==> src/rtl/led_pattern_sequencer_pkg.sv <==
// Shared encodings and the direction rule for the LED pattern sequencer.
// Pure declarations, no state.
package led_pattern_sequencer_pkg;

  localparam logic [1:0] MODE_HOLD   = 2'b00;
  localparam logic [1:0] MODE_FWD    = 2'b01;
  localparam logic [1:0] MODE_REV    = 2'b10;
  localparam logic [1:0] MODE_BOUNCE = 2'b11;

  localparam logic [0:0] ST_IDLE = 1'b0;
  localparam logic [0:0] ST_RUN  = 1'b1;

  localparam int POS_MAX_DEFAULT = 4;

  // Bounce turns around only at the end it is heading towards; HOLD keeps dir.
  function automatic logic pick_dir(input logic [1:0] mode, input logic [2:0] pos,
                                    input logic [2:0] pos_max, input logic dir);
    logic d;
    d = dir;
    case (mode)
      MODE_FWD: d = 1'b1;
      MODE_REV: d = 1'b0;
      MODE_BOUNCE: begin
        if (pos == pos_max && dir) d = 1'b0;
        else if (pos == 3'd0 && !dir) d = 1'b1;
      end
      default: d = dir;
    endcase
    return d;
  endfunction

endpackage

==> src/rtl/led_pattern_sequencer_step_prescaler.sv <==
// Step prescaler: tick every (TICK_DIV >> speed) enabled cycles, combinational from the count.
// Clears while disabled; a speed change that leaves the count past the new period ticks at once.
module led_pattern_sequencer_step_prescaler
  import led_pattern_sequencer_pkg::*;
#(
  parameter int TICK_DIV = 50000000
) (
  input  logic       i_clk,
  input  logic       i_rst,
  input  logic       i_en,
  input  logic [1:0] i_speed,
  output logic       o_tick
);

  localparam int CW = $clog2(TICK_DIV + 1);
  localparam logic [CW-1:0] DIV = CW'(TICK_DIV);

  logic [CW-1:0] r_count;
  logic [CW-1:0] w_last;

  assign w_last = (DIV >> i_speed) - CW'(1);
  assign o_tick = i_en && (r_count >= w_last);

  always_ff @(posedge i_clk) begin
    if (i_rst || !i_en || o_tick) r_count <= '0;
    else                          r_count <= r_count + CW'(1);
  end

endmodule

==> src/rtl/led_pattern_sequencer.sv <==
// Drives step/w for the 5-position pattern FSM from a prescaler (RUN) or a button (IDLE).
// Every output is registered one cycle after its request; no backpressure from the pattern FSM.
module led_pattern_sequencer
  import led_pattern_sequencer_pkg::*;
#(
  parameter int TICK_DIV = 50000000,
  parameter int POS_MAX  = POS_MAX_DEFAULT
) (
  input  logic       i_clk,
  input  logic       i_rst,
  input  logic       i_run,
  input  logic [1:0] i_mode,
  input  logic [1:0] i_speed,
  input  logic       i_step_btn,
  input  logic [2:0] i_pos,
  output logic       o_step,
  output logic       o_w,
  output logic       o_pattern_rst,
  output logic       o_dir
);

  localparam logic [2:0] POS_MAX_L = 3'(POS_MAX);

  logic [0:0] r_state;
  logic       r_btn_prev;
  logic       r_step;
  logic       r_w;
  logic       r_pattern_rst;
  logic       r_dir;

  logic w_en;
  logic w_tick;
  logic w_btn_edge;
  logic w_req;
  logic w_illegal;
  logic w_d;

  // Gating with i_run clears the count on the same edge that leaves RUN.
  assign w_en = (r_state == ST_RUN) && i_run;

  led_pattern_sequencer_step_prescaler #(
    .TICK_DIV(TICK_DIV)
  ) u_prescaler (
    .i_clk  (i_clk),
    .i_rst  (i_rst),
    .i_en   (w_en),
    .i_speed(i_speed),
    .o_tick (w_tick)
  );

  assign w_btn_edge = i_step_btn && !r_btn_prev;
  assign w_req      = (r_state == ST_RUN) ? (w_tick && (i_mode != MODE_HOLD))
                                          : (w_btn_edge && !i_run);
  assign w_illegal  = i_pos > POS_MAX_L;
  assign w_d        = pick_dir(i_mode, i_pos, POS_MAX_L, r_dir);

  always_ff @(posedge i_clk) begin
    if (i_rst) begin
      r_state       <= ST_IDLE;
      r_btn_prev    <= 1'b0;
      r_step        <= 1'b0;
      r_w           <= 1'b1;
      r_pattern_rst <= 1'b0;
      r_dir         <= 1'b1;
    end else begin
      r_btn_prev <= i_step_btn;
      case (r_state)
        ST_IDLE: if (i_run)  r_state <= ST_RUN;
        default: if (!i_run) r_state <= ST_IDLE;
      endcase
      r_step        <= w_req && !w_illegal;
      r_pattern_rst <= w_req && w_illegal;
      if (w_req) begin
        if (w_illegal) begin
          r_dir <= 1'b1;
        end else begin
          r_w   <= w_d;
          r_dir <= w_d;
        end
      end
    end
  end

  assign o_step        = r_step;
  assign o_w           = r_w;
  assign o_pattern_rst = r_pattern_rst;
  assign o_dir         = r_dir;

endmodule
==> config.mk <==
export PLATFORM = sky130hd
export DESIGN_NAME = led_pattern_sequencer
export DESIGN_NICKNAME = d
export VERILOG_FILES = /design/src/rtl/led_pattern_sequencer_pkg.sv /design/src/rtl/led_pattern_sequencer_step_prescaler.sv /design/src/rtl/led_pattern_sequencer.sv
export SDC_FILE = /design/constraint.sdc
export NUM_CORES = 1
export LEC_CHECK = 0
export ABC_AREA = 1
export CORE_ASPECT_RATIO = 2
export CORE_UTILIZATION = 30
export DETAILED_ROUTE_END_ITERATION = 10
export PLACE_DENSITY = 0.48
export SYNTH_ARGS = -nofsm -noshare
export SYNTH_HDL_FRONTEND = slang
export SYNTH_HIERARCHICAL = 1
export SYNTH_SLANG_ARGS = --single-unit
==> constraint.sdc <==
create_clock -name i_clk -period 5.35 [get_ports i_clk]
set_clock_uncertainty 0.1 [all_clocks]
set_input_delay 1.3375 -clock i_clk [delete_from_list [all_inputs] [get_ports i_clk]]
set_output_delay 1.3375 -clock i_clk [all_outputs]
set_load 0.01 [all_outputs]
==> results by group, run 1 <==
Synthesis
  – Simple-gate area share of the yosys netlist: 41.1%
  – Yosys top cell by area: dfxtp_1
  – Top cells by area, synth: dfxtp_1 (27%), nand2_1 (16%), ha_1 (11%)
  – Number of synthesized flops with an enable pin: 0
  – Mux share of post-synthesis cell area: 0%
  – Avg Cell Area, Syn: 6.49 um^2
  – Adder-Cell Fraction of Synth Area: 11.5%
  – Yosys top cell area share: 26.7%
  – Yosys warnings: 6
  – Yosys cell types: 24
  – Seq/Total Area, Yosys: 26.7%
  – Post-synthesis xor/xnor area fraction: about 6.2%
  – Top FF cell, synth: dfxtp_1
  – Synth Area in Compound Gates: 2.19%
  – Largest family of logic cells by synthesized area: simple AND/OR/NAND/NOR gates
  – Synth async-reset ratio: 0%
  – Post-Syn Instances: 370
  – #FFs+latches synth: 32
  – Synth Cell Area: 2400 um^2

Clock tree
  – CTS Buf Count: 5
  – H-tree levels: 2
  – Post-cts resize count: 0
  – CTS clk-pin slew, worst paths: ~0.05 ns
  – TritonCTS clock tree: built
  – Clk_lat worst skew: 0.28 ns
  – Postcts setup bufs: 0
  – CTS Sinks: 32
  – Max Buffers Root-to-Sink: 2
  – Root buf cell: clkbuf_16
  – Hold_buf cts: 0

Worst setup path
  – Slowest-stage cell, CP: clkdlybuf4s50_1
  – Critical Setup Path Class: primary input to flop
  – Crit path cell chain: clkdlybuf4s50_1, nand2_1, ha_1, ha_1, nand2_1, nor2_1, nand2_1, inv_1, nor2_1, nor2_1, nor2_2, nand3_4, nor2_1
  – Crit path required time: 5.46 ns
  – Critical path endpoint category: flop
  – CP max stage delay: 0.70 ns
  – Worst Path Max Fanout: 26
  – R2r setup slk: 3.06 ns
  – Arrival time at the worst endpoint: 4.04 ns
  – Crit start category: primary input
  – Most frequent CP cell: nor2_1

STA
  – RSZ-0062 raised after global routing: false
  – Tmin final: 3.93 ns
  – Final-report hold violation count: 0
  – Setup Total Neg Slack: 0 ns
  – Worst-Margin Slew: 0.664 ns
  – Max Slew Vio Count: 0
  – Achievable Freq: approximately 0.25 GHz
  – Endpoints failing setup: 0
  – Max-slew headroom: ~55%
  – Final period util: about 74%

GRT
  – M2 GR Usage: 33.1%
  – Via count of the first global-routing pass: approximately 2100
  – GR peak layer: met2
  – Largest net degree at the start of global routing: 27
  – Initial antenna violation count: 0
  – Total track usage: 17.3%
  – Grt ovf: 0
  – Met1 Track Usage GR: between 15 and 20%
  – Met3 Usage GRT: 2.66%
  – First-pass GRT wire length: between 10000 and 15000 um

Placement
  – Post-placement cell count: 475
  – Gp weighted congestion: just over 0.9
  – HPWL after DPL: ~5200 um
  – Port bufs: 14

Floorplan
  – Die X: 65.3 um
  – Starting Density: 31.4%
  – # IOs: 15
  – # rows: 45
  – Die Y: 129 um
  – Core ar.: 7660 um^2
  – Die Footprint: approximately 8400 um^2

Cells and area
  – Area delta synth->final: 15.5%
  – Util after Layout: 36.2%
  – Final non-filler cell total: 482
  – Layout cells sized above 1: approximately 11%
  – Diode count: 0
  – Nets: 421

Worst hold path
  – Class of the most critical hold timing path: flop to flop

Routing
  – DR WL/cell: 13.2 um
  – Drt initial violations: 64
  – Drt first pass iters: 4
  – DR vias: 2150
  – Final wirelength: 6340 um
  – Via density: 4.46
  – DRT antenna net count: 0
  – # DRC: 0

Power and ir drop
  – Cell area power density: about 210 nW/um^2
  – Worst VDD drop: ~0.16 mV
  – Lkg Pwr: 1.25 nW

Outcome
  – Outcome: finished clean

Run
  – Max-Cap Viols: 0
stage by stage:
step                hold slack, ns  instance area [um^2]  total power [mW]  setup slack, ns
CTS                          0.385                  2770             0.590             1.37
finish                       0.380                  2770             0.577             1.42
detailed placement           0.370                  2620             0.290             1.08
global route                 0.424                  2770             0.604             1.20
floorplan                    0.341                  2400             0.274             2.04
global placement             0.360                  2620             0.289             1.13
worst paths after layout:
check / from / end / depth (start not counted)
worst max-delay path: i_speed[1] / u_prescaler/r_count[2]$_SDFF_PP0_ / 13
worst min-delay path: u_prescaler/r_count[0]$_SDFF_PP0_ / u_prescaler/r_count[0]$_SDFF_PP0_ / 1
worst max register to register: u_prescaler/r_count[0]$_SDFF_PP0_ / o_dir$_SDFFE_PP1P_ / 16
worst min register to register: u_prescaler/r_count[0]$_SDFF_PP0_ / u_prescaler/r_count[0]$_SDFF_PP0_ / 1
layer usage:
layer | wire length [um] | up-vias | part of all wire, %
li1 | - | 1150 | -
met1 | 2260 | 937 | 36
met2 | 3620 | 46 | 57
met3 | 181 | 17 | 2.9
met4 | 279 | 0 | 4.4
met5 | 0 | - | 0
cells by family (layout without fill, tap and decap cells):
kind of cell | count (synthesis) | after routing
DFF | 32 | 32
other | 2 | 3
buffers and inverters | 70 | 87
xor gates and xnor gates | 17 | 17
AOI/OAI and AO/OA | 10 | 10
and+or+nand+nor | 217 | 217
adders and majority gates | 22 | 22
layout by cell type, fill, tap and decap left out, types with 4 or more instances in the layout:
master	n
clkbuf_16	5
inv_2	4
clkdlybuf4s50_1	14
nand3_1	14
nand3b_1	5
xnor2_1	6
nor3_1	7
ha_1	22
a21oi_1	8
nor2_2	22
nand2_1	102
xor2_1	11
nor2_1	52
nand2_2	4
dfxtp_1	32
inv_1	62
nand4_1	5
critical path, delay by kind of cell:
family | cells | cell delay [ns]
and+or+nand+nor | 9 | 1.32
buffers and inverters | 2 | 0.74
adders and majority gates | 2 | 0.61
where the power goes:
group	internal [mW]	switching [mW]	total, mW	leakage [nW]
sequential	0.241	0.00129	0.242	0.259
combinational	0.0178	0.0246	0.0424	0.916
clock	0.195	0.0980	0.293	0.0760
cells in the mapped netlist (5+ instances only):
master      n
nand2_1   102
inv_1      62
nor2_1     52
dfxtp_1    32
ha_1       22
nor2_2     22
nand3_1    14
xor2_1     11
a21oi_1     8
nor3_1      7
xnor2_1     6
nand3b_1    5
nand4_1     5
state kept, by name, indices dropped and copies added, names as in the netlist:
name,flops
o_pattern_rst,1
o_step,1
u_prescaler/r_count,26
r_state,1
o_w,1
o_dir,1
r_btn_prev,1
final cells by class:
class                   count  area, um^2
inverters                  66         248
flip-flops and latches     32         641
clock buffers               7         153
well taps                  94         118
multi-input cells         269        1470
fillers                   883        4880
repair buffers             14         140
(Power assumes the default switching activity.)
==> run 2: changes to the inputs <==
--- a/config.mk
+++ b/config.mk
@@ -9,7 +9,7 @@
 export CORE_ASPECT_RATIO = 2
 export CORE_UTILIZATION = 30
 export DETAILED_ROUTE_END_ITERATION = 10
-export PLACE_DENSITY = 0.48
+export PLACE_DENSITY = 0.5
 export SYNTH_ARGS = -nofsm -noshare
 export SYNTH_HDL_FRONTEND = slang
 export SYNTH_HIERARCHICAL = 1
==> constraint.sdc (replaced) <==
create_clock -name i_clk -period 3.4 [get_ports i_clk]
set_clock_uncertainty 0.1 [all_clocks]
set_input_delay 0.85 -clock i_clk [delete_from_list [all_inputs] [get_ports i_clk]]
set_output_delay 0.85 -clock i_clk [all_outputs]
set_load 0.01 [all_outputs]
==> run 2 against run 1 <==
Via count rose by 2.9%. Clock power rose by 77%. Critical path depth rose by 8. Final area rose by 6.1%. Highest routed layer unchanged.
==> results by group, run 2 (synthesized netlist as in run 1, its figures left out) <==
Clock tree
  – CTS Buf Count: 5
  – CTS clk-pin slew, worst paths: 0.06 ns
  – Post-cts resize count: 0
  – Postcts setup bufs: 0
  – Max Buffers Root-to-Sink: 2
  – TritonCTS clock tree: built
  – CTS Sinks: 32
  – Hold_buf cts: 0
  – Clk_lat worst skew: 0.28 ns
  – Root buf cell: clkbuf_16
  – H-tree levels: 2

STA
  – RSZ-0062 raised after global routing: false
  – Max-slew headroom: between 60% and 70%
  – Tmin final: around 2.8 ns
  – Worst-Margin Slew: 0.523 ns
  – Max Slew Vio Count: 0
  – Endpoints failing setup: 0
  – Final-report hold violation count: 0
  – Final period util: a little over four fifths
  – Achievable Freq: 0.352 GHz

Floorplan
  – Core ar.: 7660 um^2
  – Die X: 65.3 um
  – # rows: 45
  – Die Y: around 130 um
  – Starting Density: 31.4%
  – # IOs: 15
  – Die Footprint: 8390 um^2

Worst setup path
  – Register-to-Register Path Depth: 16
  – Crit start category: primary input
  – R2r setup slk: 1.15 ns
  – Critical Setup Path Class: primary input to flop
  – Startpoint of the worst register-to-register path: u_prescaler/r_count[0]$_SDFF_PP0_
  – RR Endpoint: o_dir$_SDFFE_PP1P_
  – Crit path required time: 3.47 ns
  – Worst Path Max Fanout: 5
  – Critical path endpoint category: flop
  – Arrival time at the worst endpoint: 2.91 ns

Cells and area
  – Register name with the most flops: u_prescaler/r_count
  – Util after Layout: 38.4%
  – Layout cells sized above 1: between 10% and 20%
  – Leading cell type in the layout, fill and taps excluded: nand2_1
  – Area delta synth->final: 22.6%
  – Max reg flops: 26
  – Diode count: 0
  – Nets: 436
  – Number of filler cells placed in the layout: 882
  – Commonest cells after routing, fill and taps aside: nand2_1 (102), inv_1 (62), nor2_1 (52)

Routing
  – Final wirelength: 6170 um
  – Via density: 4.44
  – DR WL/cell: approximately 12 um
  – Drt initial violations: 55
  – DR vias: about 2200
  – Drt first pass iters: 4
  – DRT antenna net count: 0
  – # DRC: 0

Worst hold path
  – Hold wc startpoint: u_prescaler/r_count[0]$_SDFF_PP0_
  – Class of the most critical hold timing path: flop to flop
  – Worst hold endpoint: u_prescaler/r_count[0]$_SDFF_PP0_
  – Hold depth: 1

Placement
  – Port bufs: 14
  – HPWL after DPL: a little over 5000 um
  – Gp weighted congestion: 0.879

GRT
  – First-pass GRT wire length: 10000 um
  – Total track usage: 16.4%
  – Via count of the first global-routing pass: 2136
  – Initial antenna violation count: 0
  – Grt ovf: 0
  – Largest net degree at the start of global routing: 12

Power and ir drop
  – Worst VDD drop: around 0.23 mV
  – Cell area power density: 332 nW/um^2
  – Lkg Pwr: about 1.4 nW
  – Pwr Total: 976 uW

Run
  – Max-Cap Viols: 0

Outcome
  – Outcome: finished clean
-- run 2: cell types whose count changed in the layout (fill, tap and decap cells not counted), sizes merged --
cell           before  now
bufinv              0    1
buf                 0   15
clkbuf              7    5
clkinv              0    1
clkdlybuf4s50      14   12
dlymetal6s2s        0    2
clkinvlp            0    1
-- run 2: final cells by class --
cell class | instances | area (um^2) | area share (%)
clock buffer | 5 | 125 | 4.25
sequential | 32 | 641 | 21.8
timing repair buffer | 29 | 295 | 10.0
clock inverter | 3 | 42.5 | 1.45
tap | 94 | 118 | 4.00
inverter | 66 | 248 | 8.42
multi-input combinational | 269 | 1470 | 50.1
-- run 2: worst max-delay path: stages --
cell	delay, ns
dlymetal6s2s_1	0.18
inv_2	0.08
buf_4	0.14
nor2_1	0.13
inv_1	0.06
ha_1	0.26
nand2_1	0.05
nor2_1	0.13
nand2_1	0.08
inv_1	0.08
nand3_1	0.07
nor2_1	0.13
nor2_2	0.06
a21oi_1	0.11
nand2_1	0.07
inv_2	0.05
nand2_2	0.06
nand2_4	0.08
nand3_2	0.07
nor2_1	0.10
nor2_1	0.04
-- run 2: through the flow --
| step | instance area, um^2 | instances | setup WS, ns | TNS [ns] | hold WS [ns] |
|---|---|---|---|---|---|
| after floorplan | 2400 | 371 | 0.578 | 0 | 0.341 |
| after global placement | 2770 | 490 | -0.130 | -0.634 | 0.365 |
| after detailed placement | 2770 | 490 | -0.121 | -0.404 | 0.365 |
| after CTS | 2940 | 498 | 0.163 | 0 | 0.379 |
| after global routing | 2940 | 498 | 0.294 | 0 | 0.428 |
| final | 2940 | 498 | 0.560 | 0 | 0.376 |
-- run 2: routing by layer --
| layer | share of wire, % | vias to the layer above | global-route usage [%] | routed length [um] |
|---|---|---|---|---|
| met3 | 1.7 | 24 | 1.77 | 106 |
| met4 | 5.9 | 0 | 11.4 | 366 |
| met2 | 57 | 40 | 31.8 | 3530 |
| met1 | 35 | 966 | 15.1 | 2170 |
| met5 | 0 | - | 0 | 0 |
| li1 | - | 1182 | - | - |
-- run 2: power by group --
part           leakage [nW]  switching (mW)  internal, mW
Sequential            0.259         0.00191         0.378
Combinational          1.02          0.0405        0.0373
Clock                0.0798           0.175         0.344
Total                  1.36           0.217         0.759
-- run 2: how the worst max path moves through the flow --
| stage | start | endpoint | depth (start not counted) |
|---|---|---|---|
| 2_1_floorplan | i_speed[1] | o_dir$_SDFFE_PP1P_ | 19 |
| 3_3_place_gp | i_speed[1] | o_dir$_SDFFE_PP1P_ | 19 |
| 3_5_place_dp | i_speed[0] | o_dir$_SDFFE_PP1P_ | 21 |
| 4_1_cts | i_speed[1] | o_dir$_SDFFE_PP1P_ | 19 |
| 5_1_grt | i_speed[1] | o_dir$_SDFFE_PP1P_ | 19 |
| 6_report | i_speed[0] | o_dir$_SDFFE_PP1P_ | 21 |
